[src/rtl/bus_arb_pkg.sv]
`default_nettype none
// ============================================================================
//  Module      : bus_arb_pkg
//  Description : Shared types and constants for the tribuf8 bus arbiter:
//                FSM state type, owner index width and parameter defaults.
//                Optional feature macro used by bus_arbiter: BUS_ARB_TIMEOUT_EN
//  Revision    : 1.0 - initial release
// ============================================================================
package bus_arb_pkg;

    // Owner index is always carried on 3 bits, enough for up to 8 requesters
    localparam int c_owner_w         = 3;

    // Parameter defaults for bus_arbiter
    localparam int c_def_nreq        = 4;
    localparam int c_def_turn_cycles = 1;
    localparam int c_def_max_hold    = 16;

    // Arbiter FSM states
    typedef enum logic [1:0] {
        IDLE  = 2'd0,
        GRANT = 2'd1,
        TURN  = 2'd2
    } arb_state_t;

endpackage
`default_nettype wire

[src/rtl/rr_pick.sv]
`default_nettype none
// ============================================================================
//  Module      : rr_pick
//  Description : Combinational round-robin picker. Searches req starting at
//                last_owner+1 (wrapping at NREQ) and returns the first high
//                request index together with a valid flag.
//  Revision    : 1.0 - initial release
// ============================================================================
module rr_pick
    import bus_arb_pkg::*;
#(
    parameter int NREQ = c_def_nreq
) (
    input  logic [NREQ-1:0]      req,
    input  logic [c_owner_w-1:0] last_owner,
    output logic                 valid,
    output logic [c_owner_w-1:0] index
);

    // One extra bit so last_owner + offset cannot overflow before the wrap
    localparam int c_pos_w = c_owner_w + 1;

    logic [c_pos_w-1:0] w_pos;

    // Walk offsets 1..NREQ from last_owner; the first high request wins
    always_comb begin
        valid = 1'b0;
        index = '0;
        w_pos = '0;
        for (int k = 1; k <= NREQ; k++) begin
            w_pos = {1'b0, last_owner} + c_pos_w'(k);
            if (w_pos >= c_pos_w'(NREQ)) begin
                w_pos = w_pos - c_pos_w'(NREQ);
            end
            for (int j = 0; j < NREQ; j++) begin
                if (!valid && req[j] && (w_pos == c_pos_w'(j))) begin
                    valid = 1'b1;
                    index = c_owner_w'(j);
                end
            end
        end
    end

endmodule
`default_nettype wire

[src/rtl/bus_arbiter.sv]
`default_nettype none
// ============================================================================
//  Module      : bus_arbiter
//  Description : Round-robin arbiter for NREQ requesters sharing one tribuf8
//                bus. Grants are registered one-hot; output enables mirror the
//                grant. A dead phase of TURN_CYCLES cycles separates owners.
//                Optional macro BUS_ARB_TIMEOUT_EN: revoke a grant held for
//                MAX_HOLD cycles when another requester is waiting.
//  Revision    : 1.0 - initial release
// ============================================================================
module bus_arbiter
    import bus_arb_pkg::*;
#(
    parameter int NREQ        = c_def_nreq,
    parameter int TURN_CYCLES = c_def_turn_cycles,
    parameter int MAX_HOLD    = c_def_max_hold
) (
    input  logic                 clk,
    input  logic                 rst,
    input  logic [NREQ-1:0]      req,
    output logic [NREQ-1:0]      gnt,
    output logic [NREQ-1:0]      oe,
    output logic [c_owner_w-1:0] owner,
    output logic                 busy
);

    // After reset the search starts at NREQ-1+1 = 0, giving requester 0 priority
    localparam logic [c_owner_w-1:0] c_last_init = c_owner_w'(NREQ - 1);
    localparam logic [1:0]           c_turn_last = 2'(TURN_CYCLES - 1);

    arb_state_t             r_state;
    logic [NREQ-1:0]        r_gnt;
    logic [NREQ-1:0]        r_oe;
    logic [c_owner_w-1:0]   r_owner;
    logic [c_owner_w-1:0]   r_last_owner;
    logic                   r_busy;
    logic [1:0]             r_turn_cnt;

    logic                   w_valid;
    logic [c_owner_w-1:0]   w_index;
    logic [NREQ-1:0]        w_onehot;
    logic                   w_owner_req;
    logic                   w_timeout;

`ifdef BUS_ARB_TIMEOUT_EN
    localparam int                  c_hold_w   = $clog2(MAX_HOLD + 1);
    localparam logic [c_hold_w-1:0] c_hold_max = c_hold_w'(MAX_HOLD);

    logic [c_hold_w-1:0]    r_hold_cnt;
    logic                   w_other_req;

    // Another requester is waiting while the current owner sits at the limit
    assign w_other_req = |(req & ~r_gnt);
    assign w_timeout   = w_other_req && (r_hold_cnt == c_hold_max);
`else
    logic                   w_unused_cfg;

    assign w_timeout    = 1'b0;
    assign w_unused_cfg = (MAX_HOLD != 0);
`endif

    rr_pick #(
        .NREQ       (NREQ)
    ) u_rr_pick (
        .req        (req),
        .last_owner (r_last_owner),
        .valid      (w_valid),
        .index      (w_index)
    );

    // Decode the picked index to one-hot and fetch the current owner's request
    always_comb begin
        w_onehot    = '0;
        w_owner_req = 1'b0;
        for (int j = 0; j < NREQ; j++) begin
            if (w_index == c_owner_w'(j)) begin
                w_onehot[j] = 1'b1;
            end
            if (r_owner == c_owner_w'(j)) begin
                w_owner_req = req[j];
            end
        end
    end

    // Arbiter FSM with registered grant, enable, owner and busy outputs
    always_ff @(posedge clk) begin
        if (rst) begin
            r_state      <= IDLE;
            r_gnt        <= '0;
            r_oe         <= '0;
            r_owner      <= '0;
            r_last_owner <= c_last_init;
            r_busy       <= 1'b0;
            r_turn_cnt   <= '0;
`ifdef BUS_ARB_TIMEOUT_EN
            r_hold_cnt   <= '0;
`endif
        end else begin
            case (r_state)
                IDLE: begin
                    if (w_valid) begin
                        r_state      <= GRANT;
                        r_gnt        <= w_onehot;
                        r_oe         <= w_onehot;
                        r_owner      <= w_index;
                        r_last_owner <= w_index;
                        r_busy       <= 1'b1;
`ifdef BUS_ARB_TIMEOUT_EN
                        r_hold_cnt   <= c_hold_w'(1);
`endif
                    end
                end
                GRANT: begin
                    if (!w_owner_req || w_timeout) begin
                        r_state    <= TURN;
                        r_gnt      <= '0;
                        r_oe       <= '0;
                        r_owner    <= '0;
                        r_turn_cnt <= '0;
`ifdef BUS_ARB_TIMEOUT_EN
                        r_hold_cnt <= '0;
                    end else if (r_hold_cnt != c_hold_max) begin
                        r_hold_cnt <= r_hold_cnt + c_hold_w'(1);
`endif
                    end
                end
                TURN: begin
                    // Requests are ignored here; the next pick happens in IDLE
                    if (r_turn_cnt == c_turn_last) begin
                        r_state    <= IDLE;
                        r_busy     <= 1'b0;
                        r_turn_cnt <= '0;
                    end else begin
                        r_turn_cnt <= r_turn_cnt + 2'd1;
                    end
                end
                default: begin
                    r_state <= IDLE;
                    r_gnt   <= '0;
                    r_oe    <= '0;
                    r_owner <= '0;
                    r_busy  <= 1'b0;
                end
            endcase
        end
    end

    assign gnt   = r_gnt;
    assign oe    = r_oe;
    assign owner = r_owner;
    assign busy  = r_busy;

endmodule
`default_nettype wire

[config.mk]
export PLATFORM = sky130hd
export DESIGN_NAME = bus_arbiter
export DESIGN_NICKNAME = d
export VERILOG_FILES = /design/src/rtl/bus_arb_pkg.sv /design/src/rtl/rr_pick.sv /design/src/rtl/bus_arbiter.sv
export SDC_FILE = /design/constraint.sdc
export NUM_CORES = 1
export LEC_CHECK = 0
export ABC_AREA = 1
export CORE_MARGIN = 1
export CORE_UTILIZATION = 48
export CTS_BUF_LIST = sky130_fd_sc_hd__clkbuf_8
export DETAILED_ROUTE_END_ITERATION = 10
export GPL_ROUTABILITY_DRIVEN = 0
export GPL_TIMING_DRIVEN = 1
export HOLD_SLACK_MARGIN = 0.06
export PLACE_DENSITY_LB_ADDON = 0.08
export SETUP_SLACK_MARGIN = 0.05
export SLEW_MARGIN = 20
export SYNTH_ARGS = -nofsm -noshare
export SYNTH_HDL_FRONTEND = slang
export SYNTH_SLANG_ARGS = --single-unit
[constraint.sdc]
create_clock -name clk -period 1.85 [get_ports clk]
set_clock_uncertainty 0.15 [all_clocks]
set_input_delay 0.37 -clock clk [delete_from_list [all_inputs] [get_ports clk]]
set_output_delay 0.37 -clock clk [all_outputs]
set_load 0.01 [all_outputs]
==> results.py, run 1 <==
metrics = {
    "synth": {
        "syn-num-nets": 152,
        "yosysTopAreaCell": "dfxtp_1",
        "synth_flop_cell": "dfxtp_1",
        "synth_area_um2": 933,
        "synth_common_cells": "32 x nand2_1, 21 x inv_1, 16 x nor2_1",
        "avgSynthCellArea_um2": 6.48,
        "yosysSeqAreaShare_pct": 27.9,
        "synth_cells": 144,
        "netlist_top_cells_area": "dfxtp_1 28%, nand2_1 13%, inv_1 8.4%",
        "yosysUniqueCellTypes": 23,
        "yosysMostFrequentCell": "nand2_1",
        "ys_ff_latch": 13,
        "synth-edff-count": 0,
        "async_flop_share_pct": 0,
        "synthDominantCellAreaShare_pct": 27.9,
        "yosysWarningCount": 0,
    },
    "floorplan": {
        "initial_core_util_pct": 52.4,
        "die_y_um": 46.1,
        "ioPinCount": 18,
        "core_area_um2": 1780,
        "die_x_um": 46.1,
        "num_rows": 15,
        "dieArea_um2": 2120,
    },
    "sta": {
        "max_freq_mhz": 446,
        "fin_crit_ps": 2240,
        "slew_violations": 0,
        "setup_violations": 10,
        "tns_ps": -3220,
        "rsz0062_at_grt": "true",
        "postLayoutSetupSlackWorst_ps": -392,
        "min_period_over_period_pct": 121,
        "hold_ws_ps": 319,
        "hold_violations": 0,
    },
    "power": {
        "switching_share_pct": 44.1,
        "share_comb_of_total_power_pct": 65.8,
        "p_sw_uw": 940,
        "p_clk_share_pct": 11.4,
        "finalPower_uw": 2130,
        "power.leakage_uw": 0.000637,
        "seqPwrFrac_pct": 22.7,
        "peakVddDrop_uv": 967,
        "power_per_cell_area_nw_per_um2": 1520,
        "internal_power_uw": 1190,
    },
    "global_route": {
        "grt_use_total_pct": 27.3,
        "grt_pass1_wl_mm": 4.24,
        "grt_max_degree": 9,
        "grt_overflow": 0,
        "antenna_found_initial": 0,
        "grt_pass1_vias": 1039,
    },
    "setup_path": {
        "worstPathMaxFanout": 5,
        "crit_type": "reg2reg",
        "end_kind": "register",
        "arrival_ps": 2210,
        "crit_path_start_kind": "register",
        "required_ps": 1820,
    },
    "cells_and_area": {
        "fillers": 128,
        "multi_input_area_um2": 627,
        "nNetsFinal": 192,
        "instances_no_fill": 208,
        "seq_area_um2": 268,
        "drive_above_1_share_pct": 35.5,
        "area_growth_pct": 50.4,
        "diodes": 0,
    },
    "placement": {
        "dpl.hpwl_mm": 1.76,
        "dp.cells": 198,
        "port_buffers": 16,
        "dp_slack_ps": -644,
    },
    "clock_tree": {
        "cts_sinks": 13,
        "cts_buffers": 3,
        "cts_root_buf": "clkbuf_8",
        "cts_tree": "built",
        "clk_pin_slew_ps": 50,
        "clockBufferDepth": 2,
        "clk_latency_ps": 240,
        "hold_buffers": 0,
        "htree_levels": 1,
    },
    "detailed_routing": {
        "initialDrtViolationCount": 44,
        "ant_nets": 0,
        "wirelength_mm": 2.49,
        "drc": 0,
        "vias": 1075,
        "wire_per_inst_um": 12.0,
        "dr.pass1.iters": 4,
        "via_per_inst": 5.17,
    },
    "flow_run": {
        "drv_cap": 0,
    },
    "outcome": {
        "status": "complete, but fails checks",
        "failed_checks": "negative setup slack",
    },
    "worst_hold_path": {
        "hold_class": "reg2reg",
    },
}
-- cells by family (layout without fill, tap and decap cells) --
| logic type | after synthesis | after routing | synth area share [%] |
|---|---|---|---|
| other | 1 | 1 | 0.402 |
| adders and majority gates | 2 | 2 | 2.68 |
| DFF | 13 | 13 | 27.9 |
| buffers and inverters | 28 | 67 | 15.0 |
| AOI/OAI and AO/OA | 14 | 14 | 8.58 |
| and+or+nand+nor | 86 | 86 | 45.4 |
-- metrics by stage --
stage / utilization, % / instance area [um2]
after global placement: 68.7 / 1220
final: 78.7 / 1400
after global routing: 78.7 / 1400
after CTS: 76.6 / 1370
after floorplan: - / 945
after detailed placement: 68.7 / 1220
-- sequential cells by signal, summed over array words and instances, names as in the netlist --
name	cells
busy	1
oe	4
owner	2
r_last_owner	2
r_state	2
r_turn_cnt	2
-- layout make-up --
class / count / area share, %
multi-input combinational: 103 / 44.7
sequential: 13 / 19.1
tap: 25 / 2.23
timing repair buffer: 42 / 25.2
clock inverter: 1 / 0.267
clock buffer: 3 / 2.94
inverter: 21 / 5.61
-- power by group through the flow --
stage,sequential [uW],clock [uW],combinational [uW]
floorplan,481,0,699
global placement,462,0,1140
detailed placement,470,0,1160
CTS,481,247,1310
global route,498,263,1550
finish,484,243,1400
-- path summary, 6_finish.rpt --
check | start | end | slack, ps | cells after the start
worst max register to register | r_last_owner[0]$_SDFFE_PP1P_ | oe[2]$_SDFFE_PP0P_ | -390 | 13
worst max-delay path | r_last_owner[0]$_SDFFE_PP1P_ | oe[2]$_SDFFE_PP0P_ | -390 | 13
worst min-delay path | oe[3]$_SDFFE_PP0P_ | oe[3]$_SDFFE_PP0P_ | 320 | 2
worst min register to register | oe[3]$_SDFFE_PP0P_ | oe[3]$_SDFFE_PP0P_ | 320 | 2
-- worst max-delay path, stage by stage (launching register included) --
cell,delay [ps]
dfxtp_4,360
buf_4,130
nand3_2,70
nand2_2,80
nor2_4,120
nand4_4,90
nor2_2,130
nand4_2,100
buf_4,160
nor3_2,90
nand4_1,260
buf_4,230
nand4_1,90
a21oi_2,70
-- metal layers --
| metal | track usage, % | wire [um] | up-vias |
|---|---|---|---|
| met5 | 0 | 0 | - |
| met4 | 6.47 | 29 | 0 |
| met3 | 7.06 | 123 | 4 |
| met2 | 48.7 | 1260 | 46 |
| met1 | 32.2 | 1080 | 489 |
| li1 | - | - | 536 |
-- cells in the final DEF (no fill, tap or decap), types with 4 or more instances in the layout --
| cell type | instances |
|---|---|
| buf_4 | 25 |
| nand2_1 | 23 |
| inv_1 | 22 |
| nor2_1 | 15 |
| nand2_2 | 12 |
| clkdlybuf4s50_1 | 12 |
| dfxtp_1 | 11 |
| nand3_1 | 9 |
| nand3_2 | 7 |
| a21oi_1 | 7 |
| nand4_1 | 6 |
| a21oi_2 | 4 |
| dlygate4sd2_1 | 4 |
-- what timing repair did --
item                                    4_1_cts  5_1_grt
gates resized for setup                      22        7
endpoints found under the setup margin       10       11
pin swaps                                    18        4
setup buffers                                 5        1
Power figures use the tool's default switching activity.
==> run 2, diff against run 1 <==
- CORE_UTILIZATION: 48 -> 49
- PLACE_DENSITY: default -> 0.85
- PLACE_DENSITY_LB_ADDON: 0.08 -> default
- SYNTH_HIERARCHICAL: default -> 1
==> run 2 against run 1 <==
Compared with the run above:
- the flow still finishes with violations (negative setup slack)
- largest power group unchanged
- register-to-register slack lost 900 ps
- sequential power grew 7.9%
- worst hold slack gained 3.3 ps
==> results.py, run 2 <==
metrics = {
    "power": {
        "p_sw_uw": 2090,
        "seqPwrFrac_pct": 12.6,
        "peakVddDrop_uv": 1660,
        "finalPower_uw": 4130,
        "p_clk_share_pct": 6.5,
        "switching_share_pct": 50.8,
        "power.leakage_uw": 0.000901,
        "internal_power_uw": 2030,
        "power_per_cell_area_nw_per_um2": 2110,
        "share_comb_of_total_power_pct": 80.9,
    },
    "detailed_routing": {
        "wirelength_mm": 4.25,
        "initialDrtViolationCount": 96,
        "via_per_inst": 5.62,
        "dr.pass1.iters": 5,
        "drc": 0,
        "ant_nets": 0,
        "wire_per_inst_um": 15.3,
        "vias": 1561,
    },
    "cells_and_area": {
        "area_growth_pct": 58.9,
        "nNetsFinal": 263,
        "layout_common_cells": "37 x buf_4, 32 x inv_1, 27 x nand2_1",
        "instances_no_fill": 278,
        "final_core_util_pct": 85.1,
        "diodes": 0,
        "fillers": 120,
        "drive_above_1_share_pct": 43.6,
        "final_common_cell": "buf_4",
        "largest_reg_flops": 4,
    },
    "sta": {
        "postLayoutSetupSlackWorst_ps": -1290,
        "rsz0062_at_grt": "true",
        "fin_crit_ps": 3140,
        "setup_violations": 12,
        "hold_violations": 0,
        "max_freq_mhz": 319,
        "min_period_over_period_pct": 170,
        "hold_ws_ps": 322,
        "slew_violations": 0,
        "tns_ps": -13910,
    },
    "global_route": {
        "grt_max_degree": 9,
        "grt_overflow": 0,
        "antenna_found_initial": 0,
        "grt_pass1_wl_mm": 5.87,
        "grt_use_total_pct": 29.4,
        "grt_pass1_vias": 1365,
    },
    "synth": {
        "ys_ff_latch": 15,
        "yosysWarningCount": 6,
        "async_flop_share_pct": 0,
        "synth_area_um2": 1230,
        "synth_cells": 196,
        "netlist_top_cells_area": "dfxtp_1 24%, nand2_1 13%, inv_1 12%",
        "yosysUniqueCellTypes": 26,
        "synth_flop_cell": "dfxtp_1",
        "yosysSeqAreaShare_pct": 24.4,
        "synth_common_cells": "41 x nand2_1, 38 x inv_1, 20 x nor2_1",
        "synthDominantCellAreaShare_pct": 24.4,
        "synth-edff-count": 0,
        "yosysMostFrequentCell": "nand2_1",
        "yosysTopAreaCell": "dfxtp_1",
        "syn-num-nets": 208,
        "avgSynthCellArea_um2": 6.28,
    },
    "floorplan": {
        "die_x_um": 52.1,
        "core_area_um2": 2300,
        "die_y_um": 52.1,
        "ioPinCount": 18,
        "num_rows": 17,
        "dieArea_um2": 2710,
        "initial_core_util_pct": 53.5,
    },
    "worst_hold_path": {
        "hold_path_end": "busy$_SDFFE_PP0P_",
        "hold_class": "reg2reg",
        "holdPathStages": 2,
        "hold_path_startpoint": "busy$_SDFFE_PP0P_",
    },
    "setup_path": {
        "crit_type": "reg2reg",
        "rrSetupSlack_ps": -1290,
        "worstPathMaxFanout": 4,
        "end_kind": "register",
        "crit_path_start_kind": "register",
        "crit_family": "simple AND/OR/NAND/NOR gates",
        "worstReg2RegEnd": "oe[1]$_SDFFE_PP0P_",
        "cp_cell_sequence": "buf_4 > nor2_4 > inv_2 > nor2_2 > nor2_1 > ha_1 > inv_1 > o21ai_0 > nand2_1 > nand3_4 > inv_2 > nand4_1 > nand4_4 > nor2_4 > buf_4 > nand4_1 > nand3_1 > inv_2 > nand4_1 > nand4_1 > nand2_1 > nor2_1",
        "arrival_ps": 3180,
        "crit_slowest_cell": "dfxtp_4",
        "ff2ff_path_depth": 22,
        "worstReg2RegStart": "r_last_owner[0]$_SDFFE_PP1P_",
        "crit_top_cell": "nand4_1",
        "crit_buf_inv": 6,
        "max_stage_delay_ps": 360,
        "required_ps": 1890,
    },
    "placement": {
        "port_buffers": 17,
        "dp.cells": 267,
        "dpl.hpwl_mm": 2.48,
    },
    "flow_run": {
        "drv_cap": 0,
    },
    "clock_tree": {
        "clk_pin_slew_ps": 70,
        "cts_tree": "built",
        "cts_buffers": 3,
        "cts_sinks": 15,
        "htree_levels": 1,
        "clockBufferDepth": 2,
        "clk_latency_ps": 250,
        "cts_root_buf": "clkbuf_8",
    },
    "outcome": {
        "failed_checks": "negative setup slack",
        "status": "complete, but fails checks",
    },
}
[run 2: cell count changes after synthesis, sizes merged, moves of 2 or more]
cell   change
inv       +20
nor2       +6
nand4      +2
nand3      +4
ha         +4
dfxtp      +2
nand2      +8
[run 2: per-layer routing]
layer / routed length, um / global-route usage (%) / share of wire, %
met5: 0 / 0 / 0
met4: 99 / 7.66 / 2.3
met3: 337 / 5.85 / 7.9
met2: 2060 / 50.0 / 48
met1: 1750 / 37.3 / 41
[run 2: worst max-delay path by stage]
stage	slack, ps	from	cells past startpoint	to
6_report	-1290	r_last_owner[0]$_SDFFE_PP1P_	22	oe[1]$_SDFFE_PP0P_
5_1_grt	-1470	r_last_owner[0]$_SDFFE_PP1P_	22	oe[1]$_SDFFE_PP0P_
4_1_cts	-1070	r_last_owner[0]$_SDFFE_PP1P_	20	oe[2]$_SDFFE_PP0P_
3_5_place_dp	-1180	r_last_owner[1]$_SDFFE_PP1P_	22	oe[2]$_SDFFE_PP0P_
3_3_place_gp	-1000	r_last_owner[1]$_SDFFE_PP1P_	20	oe[2]$_SDFFE_PP0P_
2_1_floorplan	-1000	r_last_owner[0]$_SDFFE_PP1P_	21	oe[2]$_SDFFE_PP0P_
[run 2: area by class of cell]
class	count	area, um2	share of cell area, %
inverters	42	160	8.19
clock buffers	3	41.3	2.11
well taps	28	35.0	1.79
repair buffers	57	482	24.6
multi-input cells	132	926	47.4
clock inverters	1	3.75	0.192
flip-flops and latches	15	307	15.7
[run 2: what timing repair did]
| action | in CTS | in global routing |
|---|---|---|
| setup endpoints to repair | 12 | 13 |
| resized for setup | 25 | 23 |
| setup buffers | 5 | 2 |
| hold buffers | 0 | 0 |
| pin swaps | 20 | 17 |
[run 2: tightest hold or removal path, delay by kind of cell, from the launching register on]
kind            cells  cell delay (ps)
flops               1              320
compound gates      2              110
[run 2: cells by family after synthesis]
kind of cell,after synthesis,synth area share (%)
AOI/OAI and AO/OA,16,7.93
adders and majority gates,6,6.10
buffers and inverters,49,16.8
DFF,15,24.4
other,1,0.305
and+or+nand+nor,109,44.5
[run 2: metrics by stage]
step	cell area [um2]	setup slack, ps
2_1_floorplan	1280	-1000
4_1_cts	1860	-1070
5_1_grt	1950	-1470
6_report	1950	-1290
3_3_place_gp	1690	-1000
3_5_place_dp	1690	-1180
[run 2: power by group through the flow]
stage	Clock [uW]	Sequential, uW	Combinational [uW]
2_1_floorplan	0	539	1570
3_3_place_gp	0	505	2330
3_5_place_dp	0	512	2410
4_1_cts	265	515	2850
5_1_grt	284	530	3580
6_report	267	522	3340
==> run 3, diff against run 2 <==
- PLACE_DENSITY: 0.85 -> 0.73
==> run 3 against run 2 <==
Compared with the run above:
- non-clock buffer count fell by 6
- final cell count fell by 2.2%
- count of clock-buffer cells in the layout did not move
- the run still ends with negative setup slack left
- largest power group unchanged
- clock power rose by 1%
- power fell by 9.3%
- global-route usage fell by 0.94 points
- core utilization fell by 4.1 points
- highest routed layer unchanged
==> results.py, run 3 (synthesis gave the netlist of run 2 again) <==
metrics = {
    "outcome": {
        "status": "complete, but fails checks",
        "failed_checks": "negative setup slack",
    },
    "power": {
        "finalPower_uw": 3740,
        "power.leakage_uw": 0.000850,
        "peakVddDrop_uv": 1730,
        "power_per_cell_area_nw_per_um2": 2010,
    },
    "cells_and_area": {
        "nNetsFinal": 257,
        "drive_above_1_share_pct": 39.8,
        "layout_common_cells": "34 x buf_4, 31 x inv_1, 28 x nand2_1",
        "final_common_cell": "buf_4",
        "largest_reg_flops": 4,
        "area_growth_pct": 51.3,
        "fillers": 161,
        "instances_no_fill": 272,
        "final_core_util_pct": 81.0,
        "diodes": 0,
    },
    "detailed_routing": {
        "wirelength_mm": 3.54,
        "wire_per_inst_um": 13.0,
        "ant_nets": 0,
        "drc": 0,
        "initialDrtViolationCount": 43,
        "via_per_inst": 5.16,
        "vias": 1403,
        "dr.pass1.iters": 4,
    },
    "global_route": {
        "grt_pass1_vias": 1360,
        "grt_pass1_wl_mm": 5.76,
        "grt_max_degree": 11,
        "grt_use_total_pct": 28.5,
        "antenna_found_initial": 0,
        "grt_overflow": 0,
    },
    "clock_tree": {
        "clk_latency_ps": 250,
        "cts_sinks": 15,
        "cts_buffers": 3,
        "clk_pin_slew_ps": 70,
        "cts_tree": "built",
        "hold_buffers": 0,
        "clockBufferDepth": 2,
        "cts_root_buf": "clkbuf_8",
        "htree_levels": 1,
    },
    "worst_hold_path": {
        "hold_class": "reg2reg",
    },
    "setup_path": {
        "crit_top_cell": "nor2_4",
        "required_ps": 1890,
        "max_stage_delay_ps": 360,
        "crit_slowest_cell": "dfxtp_4",
        "end_kind": "register",
        "arrival_ps": 3030,
        "worstPathMaxFanout": 6,
        "cp_cell_sequence": "nand2_4 > inv_4 > ha_4 > inv_2 > ha_4 > or2_1 > nand2_2 > nand3_2 > nand2_2 > nor2_4 > nand4_4 > nor2_4 > nand4_4 > nor2_4 > nand4_1 > nand3_2 > nand2_4 > nor2_4 > nand3_2 > a21oi_2",
        "crit_type": "reg2reg",
        "crit_path_start_kind": "register",
    },
    "sta": {
        "rsz0062_at_grt": "true",
        "min_period_over_period_pct": 162,
        "hold_violations": 0,
        "max_freq_mhz": 335,
        "setup_violations": 12,
        "postLayoutSetupSlackWorst_ps": -1140,
        "fin_crit_ps": 2990,
        "slew_violations": 0,
        "tns_ps": -13250,
    },
    "placement": {
        "dp_slack_ps": -1150,
        "port_buffers": 17,
        "dpl.hpwl_mm": 2.50,
        "dp.cells": 264,
    },
    "floorplan": {
        "ioPinCount": 18,
        "num_rows": 17,
        "die_x_um": 52.1,
        "initial_core_util_pct": 53.5,
        "dieArea_um2": 2710,
        "core_area_um2": 2300,
        "die_y_um": 52.1,
    },
    "flow_run": {
        "drv_cap": 0,
    },
}
run 3: timing repair:
action | CTS | global route
pin swaps | 20 | 15
resized for setup | 16 | 20
setup endpoints to repair | 12 | 12
cloned | 0 | 0
setup buffers | 3 | 1
run 3: power breakdown:
part / switching [uW] / internal [uW]
registers: 85.2 / 431
clock network: 122 / 149
logic: 1680 / 1270
run 3: worst paths after layout:
kind / startpoint / endpoint / slack [ps] / cells past startpoint
setup reg to reg: r_last_owner[0]$_SDFFE_PP1P_ / oe[3]$_SDFFE_PP0P_ / -1140 / 20
hold reg to reg: oe[2]$_SDFFE_PP0P_ / oe[2]$_SDFFE_PP0P_ / 320 / 2
hold / removal: oe[2]$_SDFFE_PP0P_ / oe[2]$_SDFFE_PP0P_ / 320 / 2
setup / recovery: r_last_owner[0]$_SDFFE_PP1P_ / oe[3]$_SDFFE_PP0P_ / -1140 / 20
run 3: critical path, delay by kind of cell, from the launching register on:
kind	cells	cell delay, ps
AND/OR/NAND/NOR	15	1690
flip-flops	1	360
buffers and inverters	2	80
AO/OA/AOI/OAI	1	130
adder cells (fa/ha/maj)	2	510
run 3: cell type report:
type	instances	area, um2	area share, %
flip-flops and latches	15	307	16.5
multi-input cells	132	887	47.7
inverters	42	160	8.61
clock buffers	3	41.3	2.22
repair buffers	51	425	22.9
clock inverters	1	5.00	0.269
well taps	28	35.0	1.88
run 3: metal layers:
metal	GRT usage [%]	vias up	part of all wire [%]
li1	-	711	-
met1	35.6	644	45
met2	48.7	41	49
met3	5.85	7	4.3
met4	7.66	0	1.2
met5	0	-	0
run 3: through the flow:
step	hold WS (ps)	cell area (um2)
floorplan	282	1280
global placement	317	1660
detailed placement	323	1660
CTS	338	1790
global route	356	1860
finish	320	1860
